## src/rtl/flush_redirect_ctrl.sv

```systemverilog
// Flush/redirect sequencer between writeback and fetch: latches the redirect
// target, flushes upstream stages for FLUSH_CYCLES, then holds a redirect until fetch accepts.
module flush_redirect_ctrl #(
  parameter int unsigned FLUSH_CYCLES = 1,
  parameter int unsigned PC_W         = 32
) (
  input  logic            clk,
  input  logic            resetn,
  input  logic            wb_valid,
  input  logic            wb_exc,
  input  logic            wb_tlbr,
  input  logic            wb_ertn,
  input  logic            wb_refetch,
  input  logic [PC_W-1:0] wb_refetch_pc,
  input  logic [PC_W-1:0] csr_eentry,
  input  logic [PC_W-1:0] csr_tlbrentry,
  input  logic [PC_W-1:0] csr_era,
  input  logic            fe_redir_ready,
  output logic            flush_pipe,
  output logic            fe_hold,
  output logic            redir_valid,
  output logic [PC_W-1:0] redir_pc,
  output logic            busy,
  output logic [15:0]     evt_cnt,
  output logic            drop_err
);

  // state   | meaning
  // S_IDLE  | waiting for a writeback event
  // S_DRAIN | flushing upstream stages, counter running down
  // S_REDIR | redirect pending until fetch accepts it
  typedef enum logic [1:0] {S_IDLE, S_DRAIN, S_REDIR} state_t;

  localparam logic [3:0]      LP_FLUSH  = 4'(FLUSH_CYCLES);
  localparam logic [PC_W-1:0] LP_PCMASK = ~(PC_W'(3));

  state_t          r_state;
  logic [3:0]      r_cnt;
  logic            w_ev;
  logic [PC_W-1:0] w_target;

  assign w_ev = wb_valid & (wb_exc | wb_tlbr | wb_ertn | wb_refetch);

  always_comb begin
    w_target = wb_refetch_pc;
    if (wb_tlbr)      w_target = csr_tlbrentry;
    else if (wb_exc)  w_target = csr_eentry;
    else if (wb_ertn) w_target = csr_era;
  end

  always_ff @(posedge clk) begin
    if (!resetn) begin
      r_state     <= S_IDLE;
      r_cnt       <= 4'd0;
      flush_pipe  <= 1'b0;
      fe_hold     <= 1'b0;
      redir_valid <= 1'b0;
      redir_pc    <= '0;
      busy        <= 1'b0;
      evt_cnt     <= 16'd0;
      drop_err    <= 1'b0;
    end else begin
      case (r_state)
        S_IDLE: begin
          if (w_ev) begin
            redir_pc   <= w_target & LP_PCMASK;
            r_cnt      <= LP_FLUSH;
            evt_cnt    <= evt_cnt + 16'd1;
            r_state    <= S_DRAIN;
            flush_pipe <= 1'b1;
            fe_hold    <= 1'b1;
            busy       <= 1'b1;
          end
        end
        S_DRAIN: begin
          if (w_ev) drop_err <= 1'b1;
          r_cnt <= r_cnt - 4'd1;
          if (r_cnt == 4'd1) begin
            r_state     <= S_REDIR;
            flush_pipe  <= 1'b0;
            redir_valid <= 1'b1;
          end
        end
        S_REDIR: begin
          // handshake cycle still counts as busy for dropped events
          if (w_ev) drop_err <= 1'b1;
          if (fe_redir_ready) begin
            r_state     <= S_IDLE;
            redir_valid <= 1'b0;
            fe_hold     <= 1'b0;
            busy        <= 1'b0;
          end
        end
        default: begin
          r_state     <= S_IDLE;
          flush_pipe  <= 1'b0;
          fe_hold     <= 1'b0;
          redir_valid <= 1'b0;
          busy        <= 1'b0;
        end
      endcase
    end
  end

endmodule

```

## config.mk

```make
export PLATFORM = sky130hd
export DESIGN_NAME = flush_redirect_ctrl
export DESIGN_NICKNAME = d
export VERILOG_FILES = /design/src/rtl/flush_redirect_ctrl.sv
export SDC_FILE = /design/constraint.sdc
export NUM_CORES = 1
export LEC_CHECK = 0
export CAP_MARGIN = 5
export CORE_MARGIN = 4
export CORE_UTILIZATION = 45
export DETAILED_ROUTE_END_ITERATION = 8
export DONT_BUFFER_PORTS = 1
export PLACE_DENSITY = 0.57
export SLEW_MARGIN = 20
export SYNTH_ARGS = -nofsm -noshare
export SYNTH_HDL_FRONTEND = slang
export SYNTH_SLANG_ARGS = --single-unit
```

## constraint.sdc

```tcl
create_clock -name clk -period 6.5 [get_ports clk]
set_clock_uncertainty 0.1 [all_clocks]
set_input_delay 1.95 -clock clk [delete_from_list [all_inputs] [get_ports clk]]
set_output_delay 1.95 -clock clk [all_outputs]
set_load 0.03 [all_outputs]
```

# --- Word level (Yosys, flattened, before mapping) ---
# Index checks and enable logic that the tools add are counted.
# Widths: inputs -> output; s select.
classes:
  n_addsub: 2
  eq_ne: 6
  muxes: 16
  n_bitwise: 7
  n_reduce_logical: 10
ops:
  columns: ["operator", "n"]
  rows:
  - ["$mux 32", 3]
  - ["$add 16x1->16 const B", 1]
  - ["$reduce_and 3->1", 4]
  - ["$pmux 1 s3", 3]
  - ["$pmux 4 s2", 1]
  - ["$mux 2", 3]
  - ["$ne 2x2->1 const B", 3]
  - ["$pmux 2 s3", 1]
  - ["$reduce_and 2->1", 3]
  - ["$eq 4x1->1 const B", 1]
  - ["$mux 1", 4]
  - ["$mux 4", 1]
  - ["$sub 4x1->4 const B", 1]
  - ["$not 1->1", 3]
  - ["$or 1x1->1", 3]
  - ["$eq 2x1->1 const B", 1]
  - ["$eq 2x2->1 const B", 1]
  - ["$logic_not 2->1", 1]
  - ["$reduce_bool 2->1", 1]
  - ["$reduce_or 2->1", 1]
  - ["$and 1x1->1", 1]
word_totals:
  regBits: 56

# --- Logic depth before layout (Yosys ltp) ---
# Gate-level depths: netlist of run 1.
logic_depth:
  depth_word: 6
  mapped_depth: 8
  mapped_depth_nobuf: 6

# --- Worst setup path before layout of run 1 ---
# Ideal clock, no wire load.
synth_timing:
  path_type: "input to register"
  startpoint: "input wb_exc"
  endpoint: "register evt_cnt[15]"
  setup_time_ns: 0.070
  arrival_time_ns: 3.322
  t_required_ns: 6.330
  setup_slack_ns: 3.008
  stages: 6
  cell_sequence: "buf_4 o41ai_1 buf_6 or3_4 or4_1 a21oi_1"
synth_between:
  elab_chain_cells: 5
synth_rtl:
  columns: ["item", "line_no", "rtl"]
  rows:
  - ["start: declaration", "10", "input logic wb_exc,"]
  - ["$or 1x1->1 (3 in series)", "42", "assign w_ev = wb_valid & (wb_exc | wb_tlbr | wb_ertn | wb_refetch);"]
  - ["$and 1x1->1", "42", null]
  - ["$reduce_and 2->1 (no source line)", null, null]
  - ["end signal: assignment", "68", "evt_cnt <= evt_cnt + 16'd1;"]
  - ["end: declaration", "24", "output logic [15:0] evt_cnt,"]
# Every way passes these cells.
# A chain may end at the register's enable or synchronous reset.

# --- Worst setup path in the final report of run 1 ---
layout_timing:
  startpoint: "input wb_ertn"
  endpoint: "register r_cnt[0]"
layout_between:
  elab_chain_cells: 5
layout_rtl:
  columns: ["item", "line_no", "rtl"]
  rows:
  - ["start: declaration", "12", "input logic wb_ertn,"]
  - ["$or 1x1->1 (2 in series)", "42", null]
  - ["$and 1x1->1", "42", null]
  - ["$ne 2x2->1 (no source line)", null, null]
  - ["$reduce_and 2->1 (no source line)", null, null]
  - ["end signal: assignment", "77", "r_cnt <= r_cnt - 4'd1;"]
  - ["end: declaration", "38", "logic [3:0] r_cnt;"]
# Every way passes these cells.

==> results.toml, run 1 <==
[worst_setup_path]
arrival_ns = 3.35
startpoint_type = "input pin"
end_kind = "flop"
startpoint = "wb_ertn"
r2r-end = "evt_cnt[14]"
rrSetupSlack_ns = 4.09
critPathCapture = "r_cnt[0]"
crit_type = "in2reg"
r2r_cells = 6
cp_max_fo = 32
worstReg2RegStart = "r_state[0]"
crit_required_ns = 6.61

[logic_synthesis]
synthCells = 390
ys_ff_latch = 56
synthTopCellsByArea = "dfxtp_1 (35%), mux2i_1 (19%), o21ai_0 (11%)"
synth_cell_types = 38
postSynthAreaPerCell_um2 = 8.14
synth_top_area_cell = "dfxtp_1"
netlist.area_leader.share_pct = 35.3
synth_warnings = 0
netlist_area_um2 = 3180
ys_seq_area_share_pct = 35.3

[pwr]
total_power_mw = 1.00
p_leak_nw = 1.29
power.density_nw_per_um2 = 304
peakVddDrop_mv = 0.106

[clock_network]
hold_buffers = 0
cts_resized = 0
clock_path_buffers = 2
clockRootBuffer = "clkbuf_8"
clock_latency_ns = 0.31
htreeDepth = 2
cts_tree = "built"
cts.sinks = 56
path_clk_slew_ns = 0.09
post-cts-setup-buffer-count = 0
cts_buffers = 5

[cells_and_area]
area_delta_synth_final_pct = 3.70
antennaDiodeCount = 0
final_nets = 511
final_cells = 466
fill_cells = 698
drive_above_1_share_pct = 4.59

[place]
hpwlAfterDp_mm = 5.77
dp.cells = 457
gp_congestion = 0.778
io_buffers = 0

[global_route]
grt_overflow = 0
grt_pass1_wl_mm = 12.7
track_usage_pct = 18.3
grt_max_degree = 63
grt_pass1_vias = 2653
antenna_found_initial = 0

[route]
wl_per_cell_um = 16.9
drc = 0
dr.pass1.iters = 4
wl_mm = 7.89
drtIter0Drc = 53
via_count = 2674
via_per_inst = 5.74
ant_nets = 0

[timing]
period_share_pct = 50.0
fin_crit_ns = 3.25
grt_setup_unrepaired = "false"
worst_slew_pin_slew_ns = 0.673
finalHoldViolCount = 0
setup_viol = 0
fmax_mhz = 308
slew_headroom_pct = 55.1
setup_tns_ns = 0
finalMaxSlewViolations = 0

[die]
core-area_um2 = 6830
die_w_um = 92.0
die_height_um = 92.0
start_util_pct = 46.5
rows = 30
ios = 189
die_area_um2 = 8460

[hold_path]
hold_class = "reg2reg"

[run]
cap_violations = 0

[run_status]
status = "completed"
==> kinds of logic after synthesis <==
logic type | after synthesis | share of synthesized area [%]
flops | 56 | 35.3
buf+inv | 39 | 5.56
other cells | 1 | 0.118
simple gates | 96 | 14.1
mux | 60 | 18.9
compound gates | 123 | 21.2
xor+xnor | 9 | 2.48
fa+ha+maj | 6 | 2.36
==> per-layer routing <==
layer  up-vias  GRT usage, %  part of all wire (%)
met5         -             0                     0
met4         0          5.07                   1.5
met3        10          6.40                   8.7
met2       106          32.7                    50
met1      1216          20.5                    40
li1       1342             -                     -
==> metrics by stage <==
step                      setup WS [ns]  util (%)  hold WS, ns  cell area (µm²)
after floorplan                    3.01         -        0.397             3180
after CTS                          3.22      47.8        0.449             3270
after detailed placement           2.89      46.5        0.428             3180
after global placement             2.94      46.5        0.417             3180
after global routing               3.13      48.2        0.478             3290
final                              3.25      48.2        0.441             3290
==> final cells by class <==
cell class / count / area, µm² / area share, %
multi-input cells: 296 / 1900 / 57.6
repair buffers: 2 / 35.0 / 1.06
inverters: 8 / 30.0 / 0.912
clock buffers: 8 / 90.1 / 2.74
flip-flops and latches: 56 / 1120 / 34.0
well taps: 96 / 120 / 3.65
==> worst max-delay path: stages <==
cell and delay (ns):
o41a_1 0.54, nor2_1 0.45, nor2_1 0.13, o221a_2 0.28
==> cells in the mapped netlist <==
master,number
o31ai_1,1
conb_1,1
or4_1,1
xnor2_1,7
and4_1,1
nor2b_1,1
or3_4,1
clkbuf_1,20
mux2i_1,60
buf_6,1
ha_1,6
nor2_1,19
a31oi_1,5
and3_1,1
o221a_2,3
a32oi_1,1
o21ai_0,68
xor2_1,2
or4_4,1
a211oi_1,1
o32ai_1,1
o41a_1,1
or3_1,7
nand3_1,9
o41ai_1,1
nand2b_1,1
buf_2,5
nor4_1,5
nand2_1,43
o21ba_2,2
dfxtp_1,56
nand4_1,1
inv_1,8
buf_4,4
a21oi_1,39
nor3_1,3
clkbuf_2,1
nor3b_1,2
==> cell usage in the layout, fill, tap and decap left out <==
cell type,n
a211oi_1,1
a21oi_1,39
a31oi_1,5
a32oi_1,1
and3_1,1
and4_1,1
buf_16,1
buf_4,1
clkbuf_1,2
clkbuf_8,6
conb_1,2
dfxtp_1,56
ha_1,6
inv_1,8
mux2i_1,60
nand2_1,43
nand2b_1,1
nand3_1,9
nand4_1,1
nor2_1,18
nor2_4,1
nor2b_1,1
nor3_1,3
nor3b_1,2
nor4_1,5
o21ai_0,68
o21ba_2,2
o221a_2,3
o31ai_1,1
o32ai_1,1
o41a_1,1
o41ai_2,1
or3_1,7
or3_4,1
or4_1,1
or4_4,1
xnor2_1,7
xor2_1,2
==> power breakdown <==
group / internal [mW] / switching [mW] / leakage, nW
Clock: 0.0873 / 0.108 / 0.0455
Sequential: 0.407 / 0.159 / 0.460
Combinational: 0.105 / 0.134 / 0.782
Total: 0.599 / 0.402 / 1.29
==> sequential cells by signal (all words and copies together) (netlist names) <==
register / cells
busy: 1
drop_err: 1
evt_cnt: 16
flush_pipe: 1
r_cnt: 4
r_state: 2
redir_pc: 30
redir_valid: 1
==> worst min-delay path by stage <==
| stage | to | slack (ns) | depth (start not counted) | from |
|---|---|---|---|---|
| after CTS | r_cnt[1] | 0.45 | 2 | r_cnt[1] |
| after global placement | r_cnt[1] | 0.42 | 2 | r_cnt[1] |
| after floorplan | r_cnt[1] | 0.40 | 2 | r_cnt[1] |
| after detailed placement | r_cnt[1] | 0.43 | 2 | r_cnt[1] |
| final | r_cnt[1] | 0.44 | 2 | r_cnt[1] |
| after global routing | r_cnt[3] | 0.48 | 2 | r_cnt[3] |
(Power assumes the default switching activity.)
==> run 2, diff against run 1 <==
Clock period 6.5 ns to 3 ns, I/O delays scaled along.
==> results.toml, run 2 (synthesized netlist as in run 1, its figures left out) <==
[clock_network]
hold_buffers = 0
htreeDepth = 2
post-cts-setup-buffer-count = 0
clock_latency_ns = 0.31
cts_tree = "built"
cts.sinks = 56
clockRootBuffer = "clkbuf_8"
path_clk_slew_ns = 0.10
cts_resized = 0
clock_path_buffers = 2
cts_buffers = 5

[timing]
grt_setup_unrepaired = "false"
setup_viol = 0
setup_tns_ns = 0
whs_ns = 0.443
finalHoldViolCount = 0
worst_slew_pin_slew_ns = 0.596
slew_headroom_pct = 60.2
finalMaxSlewViolations = 0
fmax_mhz = 414
fin_crit_ns = 2.41
period_share_pct = 80.5

[cells_and_area]
multi_input_area_um2 = 1900
top_register = "redir_pc"
final_common_cell = "o21ai_0"
area_delta_synth_final_pct = 4.22
final_area_um2 = 3310
drive_above_1_share_pct = 5.65
final_cells = 468
final_cell_mix = "o21ai_0 (68), mux2i_1 (60), dfxtp_1 (56)"
fill_cells = 708
final_nets = 513
fin_util_pct = 48.4
largest_reg_flops = 30
regArea_um2 = 1120
antennaDiodeCount = 0
top_regs = "redir_pc (30), evt_cnt (16), r_cnt (4)"

[die]
die_area_um2 = 8460
ios = 189
die_height_um = 92.0
rows = 30
core-area_um2 = 6830
start_util_pct = 46.5
die_w_um = 92.0

[run_status]
status = "completed"

[worst_setup_path]
startpoint_type = "flop"
crit_type = "reg2reg"
cp_slowest_cell = "or4_4"
worstReg2RegStart = "r_state[0]"
end_kind = "flop"
crit_required_ns = 3.15
cp_max_fo = 10
cp.depth = 6
cpLargestDelayFamily = "simple AND/OR/NAND/NOR gates"
r2r_cells = 6
max_stage_delay_ns = 0.63
startpoint = "r_state[0]"
path_buf_inv = 1
arrival_ns = 2.57
crit_chain = "inv_1 > ha_1 > nand3_1 > or4_4 > or3_1 > a21oi_1"

[route]
wl_per_cell_um = 17.1
drtIter0Drc = 118
drc = 0
ant_nets = 0
wl_mm = 7.99
via_count = 2691
dr.pass1.iters = 4
via_per_inst = 5.75

[global_route]
track_usage_pct = 18.9
grt_pass1_vias = 2677
grt_overflow = 0
grt_pass1_wl_mm = 13.2
grt_max_degree = 63
antenna_found_initial = 0

[place]
hpwlAfterDp_mm = 5.93
gp_congestion = 0.778
io_buffers = 0
placed_area_um2 = 3200
dp.cells = 460

[hold_path]
holdPathStages = 2
hold_class = "reg2reg"
hold_path.startpoint = "r_cnt[1]"

[pwr]
p_leak_nw = 1.30
peakVddDrop_mv = 0.260
power.density_nw_per_um2 = 672

[run]
cap_violations = 0
[run 2: cell count changes in the layout (fill, tap and decap cells not counted)]
cell	previous run	this run
clkinv_2	0	1
bufinv_16	0	1
clkbuf_8	6	5
clkbuf_1	2	0
buf_4	1	4
buf_16	1	0
clkinvlp_4	0	1
[run 2: metal layers]
metal  up-vias  track usage (%)  share of wire [%]  wire length [µm]
li1       1351                -                  -                 -
met1      1209             22.7                 40              3220
met2       121             32.4                 49              3950
met3        10             5.58                8.8               702
met4         0             5.94                1.4               113
met5         -                0                  0                 0
[run 2: worst paths after layout]
path         slack [ns]     endpoint
max                0.59  evt_cnt[14]
min                0.44     r_cnt[1]
min reg2reg        0.44     r_cnt[1]
max reg2reg        0.59  evt_cnt[14]
[run 2: area by class of cell]
| cell class | count | share of cell area, % |
|---|---|---|
| inverter | 8 | 0.907 |
| clock buffer | 5 | 2.08 |
| timing repair buffer | 4 | 0.907 |
| tap | 96 | 3.63 |
| sequential | 56 | 33.9 |
| clock inverter | 3 | 1.29 |
| multi-input combinational | 296 | 57.3 |
[run 2: worst register-to-register path, delay by kind of cell, from the launching register on]
kind,cells,cell delay (ns)
simple gates,3,1.31
fa+ha+maj,1,0.38
buf+inv,1,0.08
compound gates,1,0.14
flops,1,0.35
[run 2: report_power, final]
group	switching [mW]	internal, mW
logic	0.288	0.213
registers	0.344	0.881
clock network	0.249	0.247
[run 2: through the flow]
stage / total power [mW] / setup slack [ns]
floorplan: 1.66 / 0.558
global placement: 1.74 / 0.519
detailed placement: 1.75 / 0.502
CTS: 2.25 / 0.581
global route: 2.36 / 0.380
finish: 2.22 / 0.585
